===== src/rtl/vend_pkg.sv =====
// rtl/vend_pkg.sv - shared coin codes, coin values and change dispenser state encoding
package vend_pkg;

    typedef enum logic [1:0] {
        COIN_NONE = 2'b00,
        COIN_5    = 2'b01,
        COIN_10   = 2'b10
    } coin_t;

    localparam int unsigned COIN5_VALUE  = 5;
    localparam int unsigned COIN10_VALUE = 10;

    typedef enum logic [2:0] {
        ST_IDLE   = 3'd0,
        ST_SELECT = 3'd1,
        ST_ISSUE  = 3'd2,
        ST_DONE   = 3'd3,
        ST_FAULT  = 3'd4
    } disp_state_t;

    // Face value in rupees of a coin code; COIN_NONE is worth nothing.
    function automatic int unsigned coin_value(input coin_t coin);
        case (coin)
            COIN_5:  coin_value = COIN5_VALUE;
            COIN_10: coin_value = COIN10_VALUE;
            default: coin_value = 0;
        endcase
    endfunction

endpackage


===== src/rtl/vend_change_dispenser_if.sv =====
// rtl/vend_change_dispenser_if.sv - request and hopper handshake bundle of the change dispenser
interface vend_change_dispenser_if
    import vend_pkg::*;
#(
    parameter int AMT_W = 6
);
    logic             req_valid;
    logic [AMT_W-1:0] req_amount;
    logic             req_ready;
    coin_t            coin_out;
    logic             coin_valid;
    logic             hopper_ack;

    // Vending controller plus hopper side.
    modport master (
        output req_valid,
        output req_amount,
        output hopper_ack,
        input  req_ready,
        input  coin_out,
        input  coin_valid
    );

    // Dispenser side.
    modport slave (
        input  req_valid,
        input  req_amount,
        input  hopper_ack,
        output req_ready,
        output coin_out,
        output coin_valid
    );
endinterface


===== src/rtl/vend_inv_counter.sv =====
// rtl/vend_inv_counter.sv - saturating per-denomination coin inventory counter
module vend_inv_counter #(
    parameter int CNT_W = 8,
    parameter int INIT  = 0
) (
    input  logic             clk,
    input  logic             rst_n,
    input  logic             inc,
    input  logic             dec,
    output logic [CNT_W-1:0] count
);
    localparam logic [CNT_W-1:0] CNT_MAX  = '1;
    localparam logic [CNT_W-1:0] CNT_INIT = CNT_W'(INIT);
    localparam logic [CNT_W-1:0] CNT_ONE  = CNT_W'(1);

    // Refill and payout in the same cycle cancel; both ends clamp instead of wrapping.
    always_ff @(posedge clk) begin
        if (!rst_n) begin
            count <= CNT_INIT;
        end else if (inc && !dec && (count != CNT_MAX)) begin
            count <= count + CNT_ONE;
        end else if (dec && !inc && (count != '0)) begin
            count <= count - CNT_ONE;
        end
    end
endmodule


===== src/rtl/vend_change_dispenser.sv =====
// rtl/vend_change_dispenser.sv - greedy Rs.10/Rs.5 change payout FSM with inventory and hopper timeout
module vend_change_dispenser
    import vend_pkg::*;
#(
    parameter int AMT_W    = 6,
    parameter int CNT_W    = 8,
    parameter int INIT_N5  = 8,
    parameter int INIT_N10 = 8,
    parameter int ACK_TMO  = 15
) (
    input  logic                  clk,
    input  logic                  rst_n,
    vend_change_dispenser_if.slave bus,
    input  logic                  refill5,
    input  logic                  refill10,
    output logic [CNT_W-1:0]      n5,
    output logic [CNT_W-1:0]      n10,
    output logic [AMT_W-1:0]      remaining,
    output logic                  done,
    output logic                  short,
    output logic                  fault
);
    localparam int TMR_W = $clog2(ACK_TMO + 1);
    localparam logic [AMT_W-1:0] VAL5     = AMT_W'(COIN5_VALUE);
    localparam logic [AMT_W-1:0] VAL10    = AMT_W'(COIN10_VALUE);
    localparam logic [TMR_W-1:0] TMR_LAST = TMR_W'(ACK_TMO - 1);
    localparam logic [TMR_W-1:0] TMR_ONE  = TMR_W'(1);

    disp_state_t      state, state_next;
    coin_t            coin_sel, coin_sel_next;
    logic [AMT_W-1:0] remaining_next;
    logic [TMR_W-1:0] timer, timer_next;
    logic             dec5, dec10;

    // Next state, coin choice, owed amount and ack timer; inventory is checked
    // before a coin is chosen so neither counter is ever decremented at zero.
    always_comb begin
        state_next     = state;
        coin_sel_next  = coin_sel;
        remaining_next = remaining;
        timer_next     = timer;
        dec5           = 1'b0;
        dec10          = 1'b0;
        case (state)
            ST_IDLE: begin
                if (bus.req_valid) begin
                    remaining_next = bus.req_amount;
                    state_next     = ST_SELECT;
                end
            end
            ST_SELECT: begin
                timer_next = '0;
                if ((remaining >= VAL10) && (n10 != '0)) begin
                    coin_sel_next = COIN_10;
                    state_next    = ST_ISSUE;
                end else if ((remaining >= VAL5) && (n5 != '0)) begin
                    coin_sel_next = COIN_5;
                    state_next    = ST_ISSUE;
                end else begin
                    state_next = ST_DONE;
                end
            end
            ST_ISSUE: begin
                if (bus.hopper_ack) begin
                    remaining_next = remaining - AMT_W'(coin_value(coin_sel));
                    dec5           = (coin_sel == COIN_5);
                    dec10          = (coin_sel == COIN_10);
                    timer_next     = '0;
                    state_next     = ST_SELECT;
                end else begin
                    timer_next = timer + TMR_ONE;
                    if (timer == TMR_LAST) begin
                        state_next = ST_FAULT;
                    end
                end
            end
            ST_DONE: begin
                state_next = ST_IDLE;
            end
            ST_FAULT: begin
                state_next = ST_FAULT;
            end
            default: begin
                state_next = ST_IDLE;
            end
        endcase
    end

    // State and datapath registers; reset abandons any coin still in flight.
    always_ff @(posedge clk) begin
        if (!rst_n) begin
            state     <= ST_IDLE;
            coin_sel  <= COIN_NONE;
            remaining <= '0;
            timer     <= '0;
        end else begin
            state     <= state_next;
            coin_sel  <= coin_sel_next;
            remaining <= remaining_next;
            timer     <= timer_next;
        end
    end

    assign bus.req_ready  = (state == ST_IDLE);
    assign bus.coin_valid = (state == ST_ISSUE);
    assign bus.coin_out   = (state == ST_ISSUE) ? coin_sel : COIN_NONE;
    assign done           = (state == ST_DONE);
    assign short          = (state == ST_DONE) && (remaining != '0);
    assign fault          = (state == ST_FAULT);

    vend_inv_counter #(
        .CNT_W (CNT_W),
        .INIT  (INIT_N5)
    ) u_inv5 (
        .clk   (clk),
        .rst_n (rst_n),
        .inc   (refill5),
        .dec   (dec5),
        .count (n5)
    );

    vend_inv_counter #(
        .CNT_W (CNT_W),
        .INIT  (INIT_N10)
    ) u_inv10 (
        .clk   (clk),
        .rst_n (rst_n),
        .inc   (refill10),
        .dec   (dec10),
        .count (n10)
    );
endmodule


===== src/flat_wrapper.sv =====
// flat-port wrapper written by rule: the top's interface ports become plain ports
module vend_change_dispenser_flat import vend_pkg::*;
#(
    parameter int AMT_W    = 6,
    parameter int CNT_W    = 8,
    parameter int INIT_N5  = 8,
    parameter int INIT_N10 = 8,
    parameter int ACK_TMO  = 15
)
  (clk, rst_n, refill5, refill10, n5, n10, remaining, done, short, fault, bus_req_valid, bus_req_amount, bus_hopper_ack, bus_req_ready, bus_coin_out, bus_coin_valid);
  vend_change_dispenser_if #(.AMT_W(AMT_W)) bus_i ();
  input  logic clk;
  input  logic rst_n;
  input  logic refill5;
  input  logic refill10;
  output logic [CNT_W-1:0] n5;
  output logic [CNT_W-1:0] n10;
  output logic [AMT_W-1:0] remaining;
  output logic done;
  output logic short;
  output logic fault;
  input wire logic [$bits(bus_i.req_valid)-1:0] bus_req_valid;
  input wire logic [$bits(bus_i.req_amount)-1:0] bus_req_amount;
  input wire logic [$bits(bus_i.hopper_ack)-1:0] bus_hopper_ack;
  output wire logic [$bits(bus_i.req_ready)-1:0] bus_req_ready;
  output wire logic [$bits(bus_i.coin_out)-1:0] bus_coin_out;
  output wire logic [$bits(bus_i.coin_valid)-1:0] bus_coin_valid;
  assign bus_i.req_valid = bus_req_valid;
  assign bus_i.req_amount = bus_req_amount;
  assign bus_i.hopper_ack = bus_hopper_ack;
  assign bus_req_ready = bus_i.req_ready;
  assign bus_coin_out = bus_i.coin_out;
  assign bus_coin_valid = bus_i.coin_valid;
  vend_change_dispenser #(.AMT_W(AMT_W), .CNT_W(CNT_W), .INIT_N5(INIT_N5), .INIT_N10(INIT_N10), .ACK_TMO(ACK_TMO)) u_core (.clk(clk), .rst_n(rst_n), .bus(bus_i), .refill5(refill5), .refill10(refill10), .n5(n5), .n10(n10), .remaining(remaining), .done(done), .short(short), .fault(fault));
endmodule

===== config.mk =====
export PLATFORM = sky130hd
export DESIGN_NAME = vend_change_dispenser_flat
export DESIGN_NICKNAME = d
export VERILOG_FILES = /design/src/rtl/vend_pkg.sv /design/src/rtl/vend_change_dispenser_if.sv /design/src/rtl/vend_inv_counter.sv /design/src/rtl/vend_change_dispenser.sv /design/src/flat_wrapper.sv
export SDC_FILE = /design/constraint.sdc
export NUM_CORES = 1
export LEC_CHECK = 0
export CORE_MARGIN = 3
export CORE_UTILIZATION = 30
export DETAILED_ROUTE_END_ITERATION = 12
export PLACE_DENSITY = 0.62
export SLEW_MARGIN = 20
export SYNTH_ARGS = -nofsm -noshare
export SYNTH_HDL_FRONTEND = slang
export SYNTH_SLANG_ARGS = --single-unit

===== constraint.sdc =====
create_clock -name clk -period 3.1 [get_ports clk]
set_input_delay 0.62 -clock clk [delete_from_list [all_inputs] [get_ports clk]]
set_output_delay 0.62 -clock clk [all_outputs]
set_load 0.005 [all_outputs]

# [Word-level counts from Yosys, hierarchy flattened]
# Cells that the tools add are included.
[classes] add_sub_neg=6 magnitude_cmp=2 mux=25 reduce_logical=27 n_eq_ne=12
[ops] op="$mux W8" n=4
[ops] op="$mux W6" n=4
[ops] op="$add A8 B1 Y8 const B" n=2
[ops] op="$ne A8 B8 Y1 const B" n=2
[ops] op="$pmux W4 S2" n=2
[ops] op="$reduce_bool A8 Y1" n=2
[ops] op="$sub A8 B1 Y8 const B" n=2
[ops] op="$mux W3" n=4
[ops] op="$pmux W3 S4" n=1
[ops] op="$pmux W6 S2" n=1
[ops] op="$logic_and A1 B1 Y1" n=11
[ops] op="$reduce_bool A2 Y1" n=5
[ops] op="$eq A3 B2 Y1 const B" n=2
[ops] op="$ge A6 B3 Y1 const B" n=1
[ops] op="$ge A6 B4 Y1 const B" n=1
[ops] op="$mux W2" n=3
[ops] op="$reduce_bool A6 Y1" n=1
[ops] op="$sub A6 B6 Y6" n=1
[ops] op="$mux W1" n=5
[ops] op="$add A4 B1 Y4 const B" n=1
[ops] op="$eq A4 B4 Y1 const B" n=1
[ops] op="$logic_not A1 Y1" n=4
[ops] op="$mux W4" n=1
[ops] op="$ne A2 B2 Y1 const B" n=2
[ops] op="8 further kinds" n=9
[word_totals] reg_bits=31

# [Depth between registers and ports, before layout]
# Gate-level depths: netlist of the first run.
[logic_depth] word_depth=7 mapped_depth=11

# [By module]
# A second synthesis of the first run with hierarchy kept.
[hier_totals] hier_cells=276 area_unflattened_um2=2267.2
[modules_own_cells] mod="vend_inv_counter" instances=2 cells_per_inst=71 area_per_inst_um2=584.3 seq_area_each_um2=160.2
[modules_own_cells] mod="vend_change_dispenser" instances=1 cells_per_inst=134 area_per_inst_um2=1098.6 seq_area_each_um2=300.3

# [Least setup slack after synthesis of the first run]
# OpenSTA, ideal clock, no wires.
[synth_timing] path_type="input port to flip-flop" startpoint="input port bus_hopper_ack" endpoint="register u_core.u_inv10.count[6]" arrival_time_ns=2.427 cell_stages=10 slack_ns=0.539 path_cell_list="nand4bb_4 > or2_0 > and3_1 > inv_1 > ha_1 > a211oi_1 > nor2_1 > mux2_2 > o21ai_0 > a21oi_1"
[synth_between] elab_chain_len=6 elab_cells_between_ends=9 cone_classes="3 x mux; 6 x reduce/logical"
[synth_rtl] element="start, declared" line_no="flat_wrapper.sv:24" text="input wire logic [$bits(bus_i.hopper_ack)-1:0] bus_hopper_ack;"
[synth_rtl] element="$mux W1 *" line_no="vend_change_dispenser.sv:64" text="if (bus.hopper_ack) begin"
[synth_rtl] element="$mux W1 *" line_no="vend_change_dispenser.sv:44" text="case (state)"
[synth_rtl] element="$logic_not A1 Y1" line_no="vend_inv_counter.sv:20" text="end else if (inc && !dec && (count != CNT_MAX)) begin"
[synth_rtl] element="$logic_and A1 B1 Y1 (2 in series)" line_no="vend_inv_counter.sv:20"
[synth_rtl] element="$mux W8 or $reduce_bool A2 Y1 (tied branches)"
[synth_rtl] element="end signal, assigned" line_no="vend_inv_counter.sv:21" text="count <= count + CNT_ONE;"
[synth_rtl] element="end signal, assigned" line_no="vend_inv_counter.sv:23" text="count <= count - CNT_ONE;"
[synth_rtl] element="end, declared" line_no="vend_inv_counter.sv:10" text="output logic [CNT_W-1:0] count"
# Every way passes the cells marked *; elsewhere a longest branch is shown, timed or not.
# A chain may end at the register's enable or synchronous reset.

# [Worst setup path in the final report of the first run]
[layout_timing] startpoint="input port bus_hopper_ack" endpoint="register u_core.u_inv10.count[7]"
# The elaborated chain is that of the path after synthesis.

==> out/qor.csv, run 1 <==
metric;value;unit
path_class;input port to register;
post_drt_wl_per_cell;13.1;um
via_per_inst;5.00;
via_count;2173;
max_cap_viol_count;0;
globalRouteOverflowTotal;0;
initial_core_util;31.1;%
grt_pass1_vias;2145;
core-area;0.00729;mm^2
cp-start-kind;input port;
cp_top_family;simple AND/OR/NAND/NOR gates;
final_common_cell;clkdlybuf4s50_1;
hold_class;register to register;
slew_viol_final;0;
gr-usage-all-layers;13.9;%
rsz0062_at_grt;no;
layoutNonFillerInstCount;435;
area_growth_syn_to_layout;33.5;%
cp_cell_sequence;clkdlybuf4s50_1 > nand4bb_4 > or2_0 > and3_1 > inv_1 > ha_1 > a21oi_1 > a21oi_1 > and3b_1 > mux2i_1 > mux2i_1;
final_cell_mix;40 x clkdlybuf4s50_1, 34 x nor2_1, 31 x dfxtp_1, 22 x buf_4;
clock_skew;0.00894;ns
gp_congestion;0.819;
dieArea;0.00863;mm^2
ir_worst_vdd;0.000213;V
hold_viol_final;0;
ys_ff_latch;31;
report.final.setup_viol;0;
min_period_over_period;93.3;%
rr_worst_depth;10;
ys.flop_type;dfxtp_1;
critPathBufInv;2;
synthCells;275;
die_h;92.9;um
critPathSlowestCell;clkdlybuf4s50_1;
drcViolationCount;0;
synth_async_sr_flop_share;0;%
htreeDepth;2;
grt_pass1_wl;9860;um
row_count;31;
ys_seq_area_share;27.4;%
drive_gt1_share;11.9;%
cts_tree;yes;
ant_nets;0;
cts.sink_count;31;
worstPathRequired;3.30;ns
slew_headroom;47.0;%
dp.cells;427;
n_antenna_cell;0;
antenna_found_initial;0;
p_leak;1.24;nW
totalWireLength;5710;um
drtIter0Drc;80;
power_density;529;mW/mm^2
cp_slowest_stage_delay;0.54;ns
status;finished clean;
synth_edf_count;0;
grt_max_degree;16;
post-dp-hpwl;4440;um
cts_made_buffers;5;
timing.fmax;0.346;GHz
cp_max_fo;6;
fp.dieW;92.9;um
postSynthNetCount;308;
synth_cell_types;52;
timing.final.ws_setup;0.209;ns
ioPinCount;41;
holdPathStages;1;
synth_area;0.00227;mm^2
path_depth;11;
cp-end-kind;register;
clock_latency;0.28;ns
dp_slack;-0.0719;ns
fin_nets;368;
worst_pin_slew;0.775;ns
port_buffers;40;
clkTransAtPathRegs;0.07;ns
root_buffer;clkbuf_8;
yosysWarnings;0;
clockBufferDepth;2;
dr.pass1.iters;4;
syn-mean-instance-area;8.24;um^2
fin_crit;2.89;ns
crit_arrival;3.09;ns
[Yosys cell counts (all sizes together), types with 2 or more instances]
cell     number  area (um^2)
nand4         7         43.8
a21oi        18         93.8
clkbuf        5         18.8
nor4          4         25.0
mux2i        12          120
o211ai        3         22.5
fa            3         60.1
o21ai        16         80.1
a31oi         4         25.0
and3          3         18.8
xor2          6         52.6
nor3          9         50.1
and2          2         12.5
a21o          4         30.0
inv          14         52.6
buf           4         35.0
nor2         34          128
dfxtp        31          621
nand2        18         67.6
nand3         5         25.0
xnor2         2         17.5
nor2b         6         37.5
nand3b        3         22.5
or2           2         12.5
nand2b        5         31.3
a2111oi       4         53.8
a211oi       12         90.1
nor3b         4         30.0
ha           18          225
[final timing paths]
check	startpoint	to	slack [ns]
worst max-delay path	bus_hopper_ack	u_core.u_inv10.count[7]	0.21
worst max register to register	u_core.state[0]	u_core.u_inv5.count[6]	0.46
worst min register to register	u_core.timer[3]	u_core.timer[3]	0.45
worst min-delay path	u_core.timer[3]	u_core.timer[3]	0.45
[through the flow]
step / power (mW) / hold slack (ns) / setup TNS [ns] / instance area, um^2 / utilization (%)
global route: 1.72 / 0.495 / 0 / 3020 / 41.5
global placement: 1.18 / 0.436 / -0.154 / 2900 / 39.8
detailed placement: 1.19 / 0.446 / -0.181 / 2900 / 39.8
floorplan: 0.929 / 0.422 / 0 / 2270 / -
CTS: 1.61 / 0.460 / 0 / 3020 / 41.4
finish: 1.60 / 0.453 / 0 / 3020 / 41.5
[area by class of cell]
class	instances	area, um^2
Clock buffer	6	82.6
Multi-Input combinational cell	221	1540
Sequential cell	31	621
Clock inverter	2	35.0
Fill cell	778	4270
Inverter	14	52.6
Timing Repair Buffer	62	566
Tap cell	99	124
[timing repair]
action                                  in CTS  in global routing
resized for setup                            0                  1
endpoints found under the setup margin       0                  1
setup buffers                                0                  0
hold buffers                                 0                  0
[state kept, by name (all words and copies together) (netlist names)]
signal,cells
u_core.u_inv10.count,8
u_core.u_inv5.count,8
u_core.remaining,6
u_core.timer,4
u_core.state,3
u_core.coin_sel,2
[layer usage]
layer	GRT usage, %	up-vias	share of wire [%]
met5	0	-	0
met1	18.2	999	48
met3	3.41	2	4.5
met4	2.93	0	0.53
met2	23.1	41	47
li1	-	1131	-
[power breakdown]
part	internal, mW	total [mW]	switching (mW)
combinational	0.343	0.654	0.311
clock	0.260	0.417	0.156
sequential	0.452	0.529	0.0769
[cell families after synthesis]
| group | after synthesis | share of synthesized area [%] |
|---|---|---|
| DFF | 31 | 27.4 |
| AOI/OAI and AO/OA | 73 | 21.9 |
| adders and majority gates | 21 | 12.6 |
| and+or+nand+nor | 106 | 24.6 |
| muxes | 13 | 5.80 |
| buffers and inverters | 23 | 4.69 |
| xor gates and xnor gates | 8 | 3.09 |
No activity file was read; power rests on OpenSTA's default activity.
==> run 2: changes to the inputs <==
SYNTH_HIERARCHICAL = 1   (was default)
clock period = 3.39 ns   (was 3.1 ns; I/O delays follow)
==> run 2 against run 1 <==
  * Total power shrank 9.9%
  * Global-route usage decreased by 0.62 points
  * Design area down 5.5%
  * Non-clock buffer count decreased by 17
  * Register-to-register slack improved by 0.11 ns
  * Critical path type unchanged
  * Critical endpoint is now u_core/u_inv5/count[6]
  * Largest cell class unchanged
  * Highest routed layer unchanged
==> out/qor.csv, run 2 <==
metric;value;unit;change
wl_met1;2690;um;-1.1%
clockBufferDepth;2;;unchanged
core-area;0.00729;mm^2;unchanged
cp_max_fo;7;;+1
dieArea;0.00864;mm^2;about the same
p_switching;551;uW;+1.3%
final_cell_mix;40 x clkdlybuf4s50_1, 31 x dfxtp_1, 27 x nand2_1, 24 x a21oi_1, 21 x nand3_1;;
gp_congestion;0.875;;+6.8%
ioPinCount;41;;unchanged
wl_met2;2740;um;+1.4%
setup-tns-final;0;ns;unchanged
slew_viol_final;0;;unchanged
power_density;504;mW/mm^2;-4.7%
synth_most_common_cell;dfxtp_1;;
swShare;38.2;%;+4.2 points
ys_seq_area_share;27.4;%;about the same
timing.fmax;0.351;GHz;
cts.sink_count;31;;unchanged
synth.area.top_cells;dfxtp_1 27%, ha_1 9.9%, a21oi_1 5.3%;;
power.internal;890;uW;-16%
slew_headroom;51.8;%;+4.8 points
synth_area;0.00227;mm^2;about the same
synth_top_area_cell;dfxtp_1;;
cp_top_family;compound AO/OA/AOI/OAI gates;;
dr.pass1.iters;4;;unchanged
grt_max_degree;19;;+3
clkTransAtPathRegs;0.06;ns;about the same
post_cts_resize_count;0;;unchanged
postCtsSetupRepairBufs;0;;unchanged
grt_pass1_wl;9420;um;-4.5%
area_growth_syn_to_layout;26.0;%;
clkPwrFrac;18.7;%;-7.3 points
power_frac_seq;36.1;%;+3.0 points
initial_core_util;31.1;%;about the same
cp_cell_sequence;clkdlybuf4s50_1 > and3_1 > inv_1 > o211ai_2 > fa_1 > a211oi_1 > o21bai_1 > a21oi_1 > xnor2_1 > a31o_2;;
clock_latency;0.28;ns;about the same
grt_pass1_vias;2028;;-5.5%
critPathBufInv;2;;unchanged
fillerInstances;819;;+5.3%
status;finished clean;;
crit_arrival;3.02;ns;-0.07 ns
ir_worst_vdd;0.000138;V;-35%
root_buffer;clkbuf_8;;
cp-end-kind;register;;
drive_gt1_share;7.48;%;-4.4 points
die_h;92.9;um;about the same
syn-mean-instance-area;8.21;um^2;-0.31%
reg_top3;u_core/u_inv10/count x8, u_core/u_inv5/count x8, u_core/remaining x6;;
fin_crit;2.85;ns;
antenna_found_initial;0;;unchanged
dr_wl_met3;231;um;-10%
port_buffers;40;;unchanged
rsz0062_at_grt;no;;
via_count;2200;;+1.2%
htreeDepth;2;;unchanged
max_cap_viol_count;0;;unchanged
dp.cells;414;;-3.0%
critPathSlowestCell;clkdlybuf4s50_1;;
routed.top_layer;met4;;
drtIter0Drc;63;;-21%
combPwrFrac;45.2;%;+4.3 points
via_per_inst;5.24;;+4.9%
hold_buffers;0;;unchanged
synth_commonest_cells;31 x dfxtp_1, 27 x nand2_1, 24 x a21oi_1, 21 x nand3_1, 18 x ha_1;;
globalRouteOverflowTotal;0;;unchanged
row_count;31;;unchanged
path_class;input port to register;;
layoutNonFillerInstCount;420;;-3.4%
ant_nets;0;;unchanged
n_antenna_cell;0;;unchanged
post_drt_wl_per_cell;13.6;um;+3.4%
synthCells;276;;+0.36%
p_leak;1.16;nW;-6.1%
cts_made_buffers;5;;unchanged
postSynthNetCount;309;;+0.32%
gr-usage-all-layers;13.3;%;-0.62 points
multiInputGateArea;0.00154;mm^2;about the same
cp-start-kind;input port;;
hold_viol_final;0;;unchanged
r2r_slack;0.57;ns;+0.11 ns
fin_nets;355;;-3.5%
final_common_cell;clkdlybuf4s50_1;;
report.final.setup_viol;0;;unchanged
clock_skew;0.00360;ns;-0.00534 ns
cp_slowest_stage_delay;0.47;ns;-0.07 ns
cts_tree;yes;;
fp.dieW;92.9;um;about the same
hold_class;register to register;;
worst_pin_slew;0.719;ns;-0.0565 ns
regArea;621;um^2;unchanged
synth_edf_count;0;;unchanged
totalWireLength;5700;um;-0.16%
synth_cell_types;53;;+1.9%
synth_top_area_share;27.4;%;about the same
min_period_over_period;84.0;%;
drcViolationCount;0;;unchanged
yosysWarnings;6;;+6
ys_ff_latch;31;;unchanged
ys.flop_type;dfxtp_1;;
worstPathRequired;3.56;ns;+0.26 ns
synth_async_sr_flop_share;0;%;unchanged
post-dp-hpwl;4330;um;-2.5%
==> run 2: cell count changes in the layout (fill, tap and decap cells not counted), sizes merged, moves of 6 or more <==
cell / delta
buf: -17
nor2: -17
nand3: +16
mux2i: -11
nand2: +9
a21oi: +6
==> run 2: path summary, 6_finish.rpt <==
check	cells after the start	from	to
min	2	u_core/coin_sel[0]	u_core/coin_sel[0]
max	10	bus_hopper_ack	u_core/u_inv5/count[6]
min reg2reg	2	u_core/coin_sel[0]	u_core/coin_sel[0]
max reg2reg	12	u_core/state[0]	u_core/u_inv5/count[6]
==> run 2: layout make-up <==
| cell class | instances | area share [%] |
|---|---|---|
| clock buffers | 6 | 2.54 |
| inverters | 16 | 2.10 |
| multi-input cells | 223 | 54.0 |
| flip-flops and latches | 31 | 21.7 |
| well taps | 99 | 4.33 |
| repair buffers | 45 | 15.3 |
==> run 2: worst reg2reg max path, delay by kind of cell, from the launching register on <==
family                   cells  cell delay (ns)
XOR/XNOR                     1             0.08
buffers and inverters        2             0.21
flip-flops                   1             0.52
adder cells (fa/ha/maj)      1             0.46
AND/OR/NAND/NOR              3             0.39
AO/OA/AOI/OAI                5             1.05
==> run 2: power groups by stage <==
| stage | clock [mW] | sequential (mW) | combinational, mW |
|---|---|---|---|
| 6_report | 0.269 | 0.521 | 0.651 |
| 3_5_place_dp | 0 | 0.529 | 0.650 |
| 2_1_floorplan | 0 | 0.497 | 0.464 |
| 5_1_grt | 0.299 | 0.533 | 0.731 |
| 3_3_place_gp | 0 | 0.528 | 0.642 |
| 4_1_cts | 0.285 | 0.521 | 0.654 |
==> run 2: per-stage QoR <==
step | worst slack, ns | hold slack [ns] | util, % | instance area (um^2) | total power [mW]
finish | 0.543 | 0.489 | 39.2 | 2860 | 1.44
detailed placement | 0.281 | 0.488 | 38.2 | 2790 | 1.18
floorplan | 0.829 | 0.460 | - | 2270 | 0.961
CTS | 0.572 | 0.498 | 39.2 | 2860 | 1.46
global placement | 0.296 | 0.477 | 38.2 | 2790 | 1.17
global route | 0.322 | 0.530 | 39.2 | 2860 | 1.56
==> run 2: per-layer routing <==
| metal | up-vias | track usage (%) |
|---|---|---|
| li1 | 1112 | - |
| met4 | 0 | 3.91 |
| met1 | 1037 | 17.1 |
| met2 | 47 | 21.9 |
| met5 | - | 0 |
| met3 | 4 | 3.17 |
==> run 2: cell families after synthesis <==
family          count (synthesis)  synth area share (%)
mux                             1                 0.442
flops                          31                  27.4
fa+ha+maj                      21                  12.6
simple gates                  109                  25.8
xor+xnor                        9                  3.48
compound gates                 83                  25.7
buf+inv                        22                  4.58
==> run 3: changes to the inputs <==
clock period = 3 ns   (was 3.39 ns; I/O delays follow)
==> run 3 against run 2 <==
  * Clock-buffer cell count did not move
  * Critical path depth did not move
  * Non-clock buffer count rose by 7
  * Utilization rose by 1.3 points
  * Clock power rose by 61%
  * Design area rose by 3.4%
  * Register-to-register slack got worse by 0.17 ns
  * Sequential cell count did not move
  * Worst setup slack got worse by 0.30 ns
  * Combinational power rose by 22%
  * Routed wire length rose by 1.3%
  * Critical endpoint is now u_core/u_inv10/count[7]
  * Largest cell class unchanged
==> out/qor.csv, run 3 (synthesis results as in run 2) <==
metric;value;unit;change
status;finished clean;;
globalRouteOverflowTotal;0;;unchanged
rsz0062_at_grt;no;;
ant_nets;0;;unchanged
n_antenna_cell;0;;unchanged
post-dp-hpwl;4430;um;+2.3%
initial_core_util;31.1;%;unchanged
fp.dieW;92.9;um;unchanged
area_growth_syn_to_layout;30.4;%;
min_period_over_period;92.0;%;
fin_crit;2.76;ns;
cp_max_fo;6;;-1
slew_viol_final;0;;unchanged
crit_top_cell;a21oi_1;;
worst_pin_slew;0.677;ns;-0.0412 ns
setup-tns-final;0;ns;unchanged
grt_pass1_wl;9430;um;+0.15%
cp_slowest_stage_delay;0.48;ns;about the same
grt_pass1_vias;2115;;+4.3%
antenna_found_initial;0;;unchanged
die_h;92.9;um;unchanged
worstPathRequired;3.17;ns;-0.39 ns
critPathSlowestCell;clkdlybuf4s50_1;;
gr-usage-all-layers;13.3;%;+0.062 points
final_cell_area;0.00296;mm^2;+3.4%
totalWireLength;5780;um;+1.3%
cp_cell_sequence;clkdlybuf4s50_1 > and3_1 > inv_1 > o211ai_2 > ha_1 > a21oi_1 > a211oi_1 > or3_1 > a21oi_1 > nor3b_2;;
holdWs;0.507;ns;+0.0177 ns
ioPinCount;41;;unchanged
via_count;2204;;+0.18%
root_buffer;clkbuf_8;;
path_class;input port to register;;
clockBufferDepth;2;;unchanged
final_cell_mix;40 x clkdlybuf4s50_1, 31 x dfxtp_1, 27 x nand2_1, 24 x a21oi_1, 21 x nand3_1;;
drcViolationCount;0;;unchanged
dieArea;0.00864;mm^2;unchanged
fin_nets;362;;+2.0%
drive_gt1_share;10.3;%;+2.8 points
hold_class;register to register;;
p_leak;1.22;nW;+5.1%
clkTransAtPathRegs;0.07;ns;about the same
port_buffers;40;;unchanged
timing.final.ws_setup;0.240;ns;-0.303 ns
crit_arrival;2.93;ns;-0.09 ns
clock_skew;0.00724;ns;+0.00364 ns
clock_latency;0.28;ns;about the same
report.final.setup_viol;0;;unchanged
postCtsSetupRepairBufs;0;;unchanged
cp-end-kind;register;;
hold_viol_final;0;;unchanged
cts_made_buffers;5;;unchanged
post_cts_resize_count;0;;unchanged
timing.fmax;0.362;GHz;
power_density;608;mW/mm^2;+21%
drtIter0Drc;70;;+11%
final_common_cell;clkdlybuf4s50_1;;
placed_area;0.00284;mm^2;+1.9%
htreeDepth;2;;unchanged
power;1.80;mW;+25%
ir_worst_vdd;0.000186;V;+35%
dr.pass1.iters;6;;+2
max_cap_viol_count;0;;unchanged
core-area;0.00729;mm^2;unchanged
slew_headroom;54.7;%;+2.9 points
reg_top3;u_core/u_inv10/count x8, u_core/u_inv5/count x8, u_core/remaining x6;;
via_per_inst;5.14;;-1.9%
row_count;31;;unchanged
cp-start-kind;input port;;
grt_max_degree;18;;-1
gp_congestion;0.816;;-6.7%
cts.sink_count;31;;unchanged
hold_buffers;0;;unchanged
dp_slack;-0.0331;ns;-0.314 ns
cts_tree;yes;;
post_drt_wl_per_cell;13.5;um;-0.83%
-- run 3: area by class of cell --
class                           count  area [um^2]
Clock buffer                        6         82.6
Multi-Input combinational cell    223         1540
Tap cell                           99          124
Fill cell                         762         4340
Clock inverter                      2         35.0
Timing Repair Buffer               52          490
Sequential cell                    31          621
Inverter                           16         60.1
-- run 3: power by group --
part           internal [mW]  switching (mW)  total [mW]  leakage [nW]
combinational          0.398           0.396       0.794         0.908
sequential             0.478          0.0935       0.571         0.255
clock                  0.269           0.164       0.432        0.0612
total                   1.14           0.653        1.80          1.22
-- run 3: routing by layer --
layer | track usage, % | vias up | wire length [um]
li1 | - | 1125 | -
met1 | 16.7 | 1039 | 2810
met2 | 23.0 | 33 | 2730
met3 | 2.03 | 7 | 184
met4 | 4.76 | 0 | 51
met5 | 0 | - | 0
-- run 3: final timing paths --
| path | from | end | slack (ns) | cells past startpoint |
|---|---|---|---|---|
| setup reg to reg | u_core/coin_sel[0] | u_core/u_inv10/count[7] | 0.40 | 12 |
| setup / recovery | bus_hopper_ack | u_core/u_inv10/count[7] | 0.24 | 10 |
| hold reg to reg | u_core/timer[3] | u_core/timer[3] | 0.51 | 1 |
| hold / removal | u_core/timer[3] | u_core/timer[3] | 0.51 | 1 |
-- run 3: critical path: cells and delay by family --
kind | cells | cell delay [ns]
AO/OA/AOI/OAI | 4 | 0.78
AND/OR/NAND/NOR | 3 | 0.62
buffers and inverters | 2 | 0.56
adder cells (fa/ha/maj) | 1 | 0.38
-- run 3: through the flow --
| step | util [%] | cells |
|---|---|---|
| floorplan | - | 276 |
| global placement | 38.9 | 421 |
| detailed placement | 38.9 | 421 |
| CTS | 40.5 | 429 |
| global route | 40.5 | 429 |
| finish | 40.5 | 429 |
